File: config.mk
export PLATFORM = sky130hd
export DESIGN_NAME = core_sr_ff_bank
export DESIGN_NICKNAME = d
export VERILOG_FILES = /design/src/rtl/core_sr_ff_bank.sv
export SDC_FILE = /design/constraint.sdc
export NUM_CORES = 1
export LEC_CHECK = 0
export CAP_MARGIN = 10
export CORE_UTILIZATION = 36
export DETAILED_ROUTE_END_ITERATION = 6
export PLACE_DENSITY = 0.78
export RECOVER_POWER = 50
export SKIP_LAST_GASP = 1
export SLEW_MARGIN = 20
export SYNTH_ARGS = -nofsm -noshare
export SYNTH_HDL_FRONTEND = slang
export SYNTH_SLANG_ARGS = --single-unit
File: constraint.sdc
create_clock -name clk_i -period 1.1 [get_ports clk_i]
set_clock_uncertainty 0.1 [all_clocks]
set_input_delay 0.165 -clock clk_i [delete_from_list [all_inputs] [get_ports clk_i]]
set_output_delay 0.165 -clock clk_i [all_outputs]
set_load 0.03 [all_outputs]
File: src/rtl/core_sr_ff_bank.sv
// Multi-channel set/reset flag bank with bulk load, registered rise/fall pulses and an any-active summary.
// Optional per-channel auto-clear timeout is enabled by defining CORE_SR_FF_BANK_TIMEOUT_EN.
module core_sr_ff_bank #(
   parameter int unsigned         CHANNELS  = 8,
   parameter int unsigned         PRIORITY  = 0,
   parameter logic [CHANNELS-1:0] RESET_VAL = '0,
   parameter int unsigned         TIMEOUT_W = 8
) (
   input  logic                 clk_i,
   input  logic                 rst_ni,
   input  logic [CHANNELS-1:0]  set_i,
   input  logic [CHANNELS-1:0]  srst_i,
   input  logic                 load_i,
   input  logic [CHANNELS-1:0]  load_data_i,
   input  logic [TIMEOUT_W-1:0] timeout_i,
   output logic [CHANNELS-1:0]  data_o,
   output logic [CHANNELS-1:0]  rise_o,
   output logic [CHANNELS-1:0]  fall_o,
   output logic [CHANNELS-1:0]  expired_o,
   output logic                 any_o,
   input  logic                 assert_on_i
);

   logic [CHANNELS-1:0] r_data;
   logic [CHANNELS-1:0] r_rise;
   logic [CHANNELS-1:0] r_fall;
   logic [CHANNELS-1:0] w_nxt;
   logic [CHANNELS-1:0] w_arm;
   logic [CHANNELS-1:0] w_act;
   logic [CHANNELS-1:0] w_expire;

   // Any explicit request on a channel blocks expiry on that cycle.
   assign w_act = set_i | srst_i | {CHANNELS{load_i}};

   // w_arm marks channels whose new high value comes from set, load or toggle.
   always_comb begin
      w_nxt = r_data;
      w_arm = '0;
      for (int k = 0; k < CHANNELS; k++) begin
         if (load_i) begin
            w_nxt[k] = load_data_i[k];
            w_arm[k] = load_data_i[k];
         end else if (set_i[k] && srst_i[k]) begin
            case (PRIORITY)
               0: begin
                  w_nxt[k] = 1'b1;
                  w_arm[k] = 1'b1;
               end
               1: w_nxt[k] = 1'b0;
               2: begin
                  w_nxt[k] = ~r_data[k];
                  w_arm[k] = ~r_data[k];
               end
               default: w_nxt[k] = r_data[k];
            endcase
         end else if (set_i[k]) begin
            w_nxt[k] = 1'b1;
            w_arm[k] = 1'b1;
         end else if (srst_i[k]) begin
            w_nxt[k] = 1'b0;
         end else begin
            w_nxt[k] = r_data[k] & ~w_expire[k];
         end
      end
   end

   always_ff @(posedge clk_i or negedge rst_ni) begin
      if (!rst_ni) begin
         r_data <= RESET_VAL;
         r_rise <= '0;
         r_fall <= '0;
      end else begin
         r_data <= w_nxt;
         r_rise <= w_nxt & ~r_data;
         r_fall <= ~w_nxt & r_data;
      end
   end

`ifdef CORE_SR_FF_BANK_TIMEOUT_EN
   logic [TIMEOUT_W-1:0] r_cnt [CHANNELS];
   logic [CHANNELS-1:0]  r_expired;

   always_comb begin
      w_expire = '0;
      for (int k = 0; k < CHANNELS; k++) begin
         w_expire[k] = r_data[k] && (r_cnt[k] == TIMEOUT_W'(1)) && !w_act[k];
      end
   end

   // A count of zero never reaches one, so timeout_i=0 disables the auto-clear.
   always_ff @(posedge clk_i or negedge rst_ni) begin
      if (!rst_ni) begin
         for (int k = 0; k < CHANNELS; k++) begin
            r_cnt[k] <= '0;
         end
         r_expired <= '0;
      end else begin
         for (int k = 0; k < CHANNELS; k++) begin
            if (w_arm[k]) begin
               r_cnt[k] <= timeout_i;
            end else if (w_expire[k]) begin
               r_cnt[k] <= '0;
            end else if (r_data[k] && (r_cnt[k] > TIMEOUT_W'(1))) begin
               r_cnt[k] <= r_cnt[k] - TIMEOUT_W'(1);
            end
         end
         r_expired <= w_expire;
      end
   end

   assign expired_o = r_expired;
`else
   logic w_unused_timeout;

   assign w_expire         = '0;
   assign expired_o        = '0;
   assign w_unused_timeout = ^timeout_i;
`endif

   always_ff @(posedge clk_i) begin
      if (assert_on_i && rst_ni && (PRIORITY < 2)) begin
         for (int k = 0; k < CHANNELS; k++) begin
            assert (!(set_i[k] && srst_i[k]))
               else $error("core_sr_ff_bank: set/clear conflict on channel %0d", k);
         end
      end
   end

   assign data_o = r_data;
   assign rise_o = r_rise;
   assign fall_o = r_fall;
   assign any_o  = |r_data;

endmodule

==> results of run 1 <==
-- power by group through the flow --
stage                     Combinational (mW)  Sequential, mW  Clock (mW)
final                                  0.695           0.999       0.371
after CTS                              0.675           0.989       0.384
after detailed placement               0.611           0.992           0
after global placement                 0.604           0.989           0
after floorplan                        0.181            1.14           0
after global routing                   0.739            1.00       0.423
-- layer usage --
layer / GRT usage / up-vias
met3: 0.02902 / 0
li1: - / 465
met5: 0 / -
met1: 0.1980 / 475
met2: 0.3103 / 49
met4: 0.05782 / 0
-- placed cells by master, fill, tap and decap left out --
master,instances
clkbuf_4,3
nor4_4,2
dfrtp_1,18
conb_1,8
nor2_1,16
buf_6,32
nor2b_1,2
nor3b_2,1
clkdlybuf4s50_1,25
buf_12,1
mux2i_1,8
nand2_1,1
nor3b_1,7
dlygate4sd3_1,1
nand2b_1,8
buf_4,7
clkbuf_2,1
o21a_1,8
dfrtp_2,6
and2b_1,6
a21oi_1,8
-- flip-flops by register name, summed over array words and instances, names as in the netlist --
name / count
data_o: 8
rise_o: 8
fall_o: 8
-- what timing repair did --
item                       in CTS  in global routing
setup endpoints to repair      25                 26
pin swaps                       2                  1
setup buffers                   2                  7
resized for setup              38                  7
-- stage by stage --
| step | hold WS [ps] | utilization | worst slack, ps | power [mW] | setup TNS [ps] |
|---|---|---|---|---|---|
| 6_report | 280.3 | 0.6509 | -447.7 | 2.065 | -2146 |
| 4_1_cts | 97.10 | 0.6325 | -417.3 | 2.048 | -2122 |
| 2_1_floorplan | -230.6 | - | -144.6 | 1.325 | -144.6 |
| 3_5_place_dp | 430.4 | 0.5789 | -558.3 | 1.603 | -6623 |
| 3_3_place_gp | 429.7 | 0.5789 | -534.9 | 1.593 | -6246 |
| 5_1_grt | 331.7 | 0.6509 | -507.7 | 2.166 | -3118 |
-- worst reg2reg max path: cells and delay by family (launching register included) --
| kind | cells | cell delay [ps] |
|---|---|---|
| flops | 1 | 440 |
| buf+inv | 2 | 260 |
| simple gates | 1 | 70 |
| compound gates | 1 | 70 |
-- cell families after synthesis --
group | share of synthesized area
muxes | 0.07135
other | 0.003341
buffers and inverters | 0.08361
AOI/OAI and AO/OA | 0.08919
and+or+nand+nor | 0.2174
DFF | 0.5351
-- area by class of cell --
class,count,area [sq um]
Clock buffer,3,22.52
Fill cell,206,996.0
Multi-Input combinational cell,75,489.2
Sequential cell,24,608.1
Tap cell,31,38.79
Timing Repair Buffer,67,698.2
-- how the worst max path moves through the flow --
stage / start / cells past startpoint / slack, ps / endpoint
detailed placement: data_o[2] / 3 / -560 / any_o
finish: data_o[6] / 3 / -450 / any_o
global route: data_o[6] / 3 / -510 / any_o
CTS: data_o[7] / 3 / -420 / any_o
floorplan: data_o[2] / 2 / -140 / any_o
global placement: data_o[2] / 3 / -530 / any_o
==> results.toml, run 1 <==
[route]
drt_iter0_markers = 56
met1_length_mm = 1.028
ant_nets = 0
first_pass_iters = 7
wl_mm = 2.616
vias = 989
wl_met2_mm = 1.380
avgViaCountPerCell = 4.945
post_drt_wl_per_cell_microns = 13.08
top_layer_used = "met3"
drc = 8
wl_met3_microns = 207

[yosys]
synthTopCellsByCount = "dfrtp_1, nor2_1"
synthesis.area_sq_mm = 0.001122
yosys_warnings = 0
yosysMostFrequentCell = "dfrtp_1"
syn_avg_cell_area_sq_um = 10.90
ys_types = 14
synth_edf_count = 0
synth_top_cell_area_share = 0.5351
syn_inst = 103
yosys_most_used_dff = "dfrtp_1"
synth_seq_area_share = 0.5351
async_flop_share = 1.000
synth_area_leaders = "dfrtp_1, mux2i_1, buf_4, nor2_1, nor3b_1"
synth_area_leader_cell = "dfrtp_1"
ys_seq_elements = 24

[power_and_ir_drop]
p_int_mw = 1.428
p_seq_frac = 0.484
pwr_density_cell_mw_per_mm2 = 1112
swShare = 0.3087
clkPwrFrac = 0.180
p_switching_mw = 0.6374
leakage_nw = 0.8584
power_frac_comb = 0.337
vdd_drop_max_uv = 482.1

[floorplan]
core_area_sq_mm = 0.002853
initial_utilization = 0.3934
die_area_sq_mm = 0.003345
die_x_microns = 57.84
ios = 69
die_h_microns = 57.84
rows = 19

[worst_setup_path]
critPathKind = "flop to output port"
critPathLaunchType = "flop"
r2r_start = "data_o[3]"
max_stage_delay_ps = 440
reg2reg_depth = 4
path_cells = "nor4_4, nand2_1, buf_6"
r2r_end = "data_o[3]"
crit_arrival_ps = 1280
cp.buffers_inverters = 1
reg2reg_setup_slack_ps = 70
crit_path_end_kind = "output port"
crit_required_ps = 830
crit_path_max_fanout = 2
critPathSlowestCell = "dfrtp_2"
critical_path.top_delay_family = "flip-flops"

[sta]
relSlewSlack = 0.6012
post-route-min-period_ps = 1548
rsz0062_at_grt = "yes"
worstMarginPinSlew_ps = 598.2
max_freq_mhz = 646.1
period_share = 1.407
drv_slew = 0
hold_viol = 0
setup_ws_ps = -447.7
setup_viol = 15

[placement]
numPortBuffers = 51
place_inst = 191
placed_area_sq_mm = 0.001652
hpwlAfterDp_mm = 1.844
gp_congestion = 0.7089

[clock_tree]
clkSinkCount = 24
cts_buffers = 3
cts-root-buf = "clkbuf_4"
path_clk_slew_ps = 120
cts-hold-fix-buffers = 0
cts-htree-levels = 1
cts_tree = "yes"
cts_buffer_depth = 2
clk_latency_ps = 310

[worst_hold_path]
hold_path_class = "input pin to asynchronous set/reset pin"

[grt]
grt_pass1_vias = 968
grt-ovfl-total = 0
antenna_found_initial = 0
grt_max_degree = 33
grt_first_pass_wirelength_mm = 4.278
grt.total_usage = 0.1690

[final_layout]
drive_gt1_frac = 0.3136
diodes = 0
stdcell_count = 200
num-nets-final = 207
final_cell_area_sq_mm = 0.001857
syn_to_final_growth_pct = 65.44

[run_status]
status = "complete, but fails checks"
violations = "design-rule violations, negative setup slack"

[flow_run]
drv_cap = 0
No activity file was read; power rests on OpenSTA's default activity.
==> run 2, diff against run 1 <==
--- a/config.mk
+++ b/config.mk
@@ -5,6 +5,7 @@
 export SDC_FILE = /design/constraint.sdc
 export NUM_CORES = 1
 export LEC_CHECK = 0
+export ABC_AREA = 0
 export CAP_MARGIN = 10
 export CORE_UTILIZATION = 36
 export DETAILED_ROUTE_END_ITERATION = 6
==> results of run 2 <==
Same layout as run 1: the final DEF is identical, and so are final timing and power.
==> run 3, diff against run 2 <==
--- a/config.mk
+++ b/config.mk
@@ -7,6 +7,7 @@
 export LEC_CHECK = 0
 export ABC_AREA = 0
 export CAP_MARGIN = 10
+export CORE_MARGIN = 4
 export CORE_UTILIZATION = 36
 export DETAILED_ROUTE_END_ITERATION = 6
 export PLACE_DENSITY = 0.78
==> results.toml, run 3 (synthesis gave the netlist of run 1 again) <==
[final_layout]
drive_gt1_frac = 0.3237
fin_util = 0.6638
final_common_cell = "buf_6"
nFillCells = 219
syn_to_final_growth_pct = 70.12
layout_common_cells = "buf_6, clkdlybuf4s50_1, dfrtp_1, nor2_1"
diodes = 0
stdcell_count = 215
num-nets-final = 210

[route]
ant_nets = 0
vias = 978
avgViaCountPerCell = 4.549
post_drt_wl_per_cell_microns = 13.72
first_pass_iters = 4
drt_iter0_markers = 35
drc = 0
wl_mm = 2.949

[sta]
relSlewSlack = 0.6177
worstMarginPinSlew_ps = 573.5
max_freq_mhz = 619.1
drv_slew = 0
setup-tns-final_ps = -2782
post-route-min-period_ps = 1615
setup_viol = 28
hold_viol = 0
setup_ws_ps = -515.1
rsz0062_at_grt = "yes"
period_share = 1.468

[floorplan]
die_h_microns = 63.84
die_x_microns = 63.84
core_area_sq_mm = 0.002877
ios = 69
rows = 19
die_area_sq_mm = 0.004075
initial_utilization = 0.3902

[worst_setup_path]
reg2reg_depth = 5
crit_required_ps = 830
crit_path_max_fanout = 2
r2r_start = "data_o[3]"
crit_path_end_kind = "output port"
crit_arrival_ps = 1350
critPathLaunchType = "flop"
critPathKind = "flop to output port"
reg2reg_setup_slack_ps = -40
r2r_end = "data_o[3]"

[clock_tree]
cts_tree = "yes"
path_clk_slew_ps = 130
clkSinkCount = 24
cts-hold-fix-buffers = 0
cts_buffers = 3
cts-htree-levels = 1
clk_latency_ps = 320
cts_buffer_depth = 2
cts-root-buf = "clkbuf_4"

[placement]
dp_slack_ps = -652.9
hpwlAfterDp_mm = 2.129
gp_congestion = 0.7209
place_inst = 202
numPortBuffers = 51

[run_status]
status = "complete, but fails checks"
violations = "negative setup slack"

[grt]
grt_max_degree = 33
antenna_found_initial = 0
grt_pass1_vias = 945
grt-ovfl-total = 0
grt.total_usage = 0.1449
grt_first_pass_wirelength_mm = 4.629

[power_and_ir_drop]
pwr_density_cell_mw_per_mm2 = 1146
clkPwrFrac = 0.215
swShare = 0.3071
p_switching_mw = 0.6718
power_frac_comb = 0.326
leakage_nw = 0.8805
p_int_mw = 1.516
vdd_drop_max_uv = 418.0
p_seq_frac = 0.459

[flow_run]
drv_cap = 0

[worst_hold_path]
hold_path_class = "input pin to asynchronous set/reset pin"
## run 3: power by group through the flow
stage                     sequential (mW)  combinational [mW]  clock (mW)
after CTS                           0.995               0.699       0.477
after floorplan                      1.14               0.181           0
final                                1.00               0.713       0.471
after global placement              0.990               0.605           0
after detailed placement            0.993               0.616           0
after global routing                 1.01               0.756       0.531
## run 3: per-layer routing
metal,track usage,vias to the layer above,part of all wire
met5,0,-,0
met3,0.03152,9,0.083
met2,0.2619,49,0.48
li1,-,469,-
met1,0.1630,451,0.41
met4,0.06199,0,0.032
## run 3: worst max-delay path by stage
stage / start / endpoint
floorplan: data_o[2] / any_o
global placement: data_o[2] / any_o
detailed placement: data_o[2] / any_o
CTS: data_o[7] / any_o
global route: data_o[5] / any_o
finish: data_o[5] / any_o
## run 3: layout make-up
class                   count  area, sq um  share of cell area
clock buffers               4        36.28             0.01900
multi-input cells          75        484.2              0.2536
flip-flops and latches     24        608.1              0.3185
well taps                  42        52.55             0.02752
repair buffers             70        728.2              0.3814
## run 3: through the flow
stage	area (sq um)	hold WS, ps	power, mW
6_report	1909	264.2	2.188
5_1_grt	1909	330.8	2.298
4_1_cts	1874	106.5	2.171
3_5_place_dp	1665	437.7	1.609
3_3_place_gp	1665	432.6	1.595
2_1_floorplan	1156	-230.6	1.325
## run 3: repair_timing
action / CTS / global route
gates resized for setup: 42 / 5
endpoints found under the setup margin: 25 / 25
pin swaps: 1 / 2
buffers inserted: 5 / 8
## run 3: worst max-delay path, stage by stage (launching register included)
cell and delay (ps):
dfrtp_2 470, nor4_4 300, nand2_1 120, buf_6 150
==> patch (settings of run 2) <==
`CHANNELS`: 8 -> 9.
--- a/src/rtl/core_sr_ff_bank.sv
+++ b/src/rtl/core_sr_ff_bank.sv
@@ -1,7 +1,7 @@
 // Multi-channel set/reset flag bank with bulk load, registered rise/fall pulses and an any-active summary.
 // Optional per-channel auto-clear timeout is enabled by defining CORE_SR_FF_BANK_TIMEOUT_EN.
 module core_sr_ff_bank #(
-   parameter int unsigned         CHANNELS  = 8,
+   parameter int unsigned         CHANNELS  = 9,
    parameter int unsigned         PRIORITY  = 0,
    parameter logic [CHANNELS-1:0] RESET_VAL = '0,
    parameter int unsigned         TIMEOUT_W = 8
Ports: changed (7 resized); port bits go from 69 to 76. The function was not compared with the original's and may differ.
==> patch against run 2 <==
- the flow finishes with violations (setup timing)
- sequential share of layout area shrank 0.24 points
- power grew 12%
- setup slack gained 0.0071 ns
- sequential cell count grew 3
- combinational power grew 15%
- cell area grew 12%
- synthesized area grew 13%
- core utilization shrank 3.1 points
- worst hold slack lost 0.012 ns
- maximum frequency grew 0.46%
- cell count grew 14%
- via count grew 5.8%
- wire length grew 15%
- synthesized cell count grew 3.9%
- largest cell class unchanged
==> patch: results <==
metrics = {
    "pwr": {
        "peakVddDrop_v": 0.000376,
        "p_leak_uw": 0.000921,
    },
    "sta": {
        "fin_tns_setup_ns": -2.04,
        "fin_crit_ns": 1.54,
        "relSlewSlack_pct": 56.7,
        "setup_viol": 28,
        "setup_ws_ns": -0.441,
    },
    "setup_path": {
        "critPathMaxStageDelay_ns": 0.45,
        "worstPathMaxFanout": 2,
        "crit_family": "flip-flops",
        "cp_slowest_cell": "dfrtp_2",
        "worst_ep_arrival_time_ns": 1.28,
    },
    "global_routing": {
        "grtUsageMet2_pct": 30.7,
        "grt_max_degree": 28,
        "antenna_found_initial": 0,
        "grtUsageMet3_pct": 3.36,
        "grtUsageMet1_pct": 17.3,
        "grt_pass1_wl_microns": 4420,
        "gr-usage-all-layers_pct": 16.2,
    },
    "synth": {
        "synth_flop_cell": "dfrtp_1",
        "yosysWarnings": 0,
        "synth_cell_types": 16,
        "syn-instance-count": 107,
        "async_flop_share_pct": 100,
        "synthTopCellsByArea": "dfrtp_1 53%, nor3b_2 8.9%, buf_4 5.9%",
        "ys_seq_area_share_pct": 53.4,
        "ys_top_cells_by_count": "27 x dfrtp_1, 10 x buf_4, 10 x nor2_1",
    },
    "detailed_routing": {
        "wire_per_inst_microns": 13.2,
        "num_vias": 1046,
        "drtIter0Drc": 43,
        "routed_wl_microns": 3010,
        "firstDrtPassIters": 4,
    },
    "placement": {
        "place.gp.congestion": 0.692,
        "dp_slack_ns": -0.551,
        "numPortBuffers": 57,
        "hpwl_microns": 2050,
    },
    "outcome": {
        "status": "finished with violations",
        "violations": "setup timing",
    },
    "layout": {
        "drive_gt1_share_pct": 39.8,
        "nets": 221,
        "diodes": 0,
    },
    "cts": {
        "clk_latency_ns": 0.31,
        "numCtsBuffers": 3,
        "cts_root_buf": "clkbuf_4",
        "clk_path_buf_depth": 2,
        "htree_levels": 1,
        "clkTransAtPathRegs_ns": 0.13,
    },
    "die": {
        "die_x_microns": 61.3,
    },
    "worst_hold_path": {
        "hold_class": "input pin to async pin",
    },
    "flow_run": {
        "max_cap_viol_count": 0,
    },
}
## patch: cell count changes after synthesis, sizes merged, moves of 3 or more
cell,delta
nor2b,+7
nor3,+10
nor2,-6
mux2i,-8
dfrtp,+3
and2b,-6
## patch: cell type report
class	instances	area, sq um
repair buffers	74	786
multi-input cells	76	538
fillers	269	1280
clock buffers	4	26.3
well taps	46	57.6
flip-flops and latches	27	678
## patch: report_power, final
part           leakage (uW)  switching, uW  internal, uW
Clock             0.0000150            265           141
Combinational      0.000573            397           400
Sequential         0.000333           49.1          1070
## patch: routing by layer
metal	up-vias	share of wire, %
met4	0	1.6
met3	6	9.1
met1	502	36
li1	493	-
met5	-	0
met2	45	54
## patch: per-stage QoR
stage | power (uW) | area (sq um)
floorplan | 1500 | 1310
finish | 2320 | 2090
CTS | 2340 | 2080
global route | 2440 | 2090
detailed placement | 1820 | 1880
global placement | 1810 | 1880
## patch: cell families (layout without fill, tap and decap cells)
family	Yosys count	in the layout	synth area share, %
AO/OA/AOI/OAI	18	18	8.90
AND/OR/NAND/NOR	49	49	29.0
flip-flops	27	27	53.4
other	1	9	0.296
buffers and inverters	12	78	8.41
## patch: final timing paths
kind	start	to	slack, ns	cells past startpoint
max	data_o[4]	any_o	-0.44	3
min	rst_ni	rise_o[5]	0.27	2
max reg2reg	data_o[4]	rise_o[4]	0.05	3
min reg2reg	data_o[3]	rise_o[3]	0.50	2
max in group asynchronous	rst_ni	data_o[4]	0.18	2
min in group clk_i	load_data_i[4]	data_o[4]	0.39	3
## patch: timing repair
action                     4_1_cts  5_1_grt
setup endpoints to repair       28       29
cloned                           0        0
pin swaps                        1        1
resized for setup               42        3
buffers inserted                 6        3
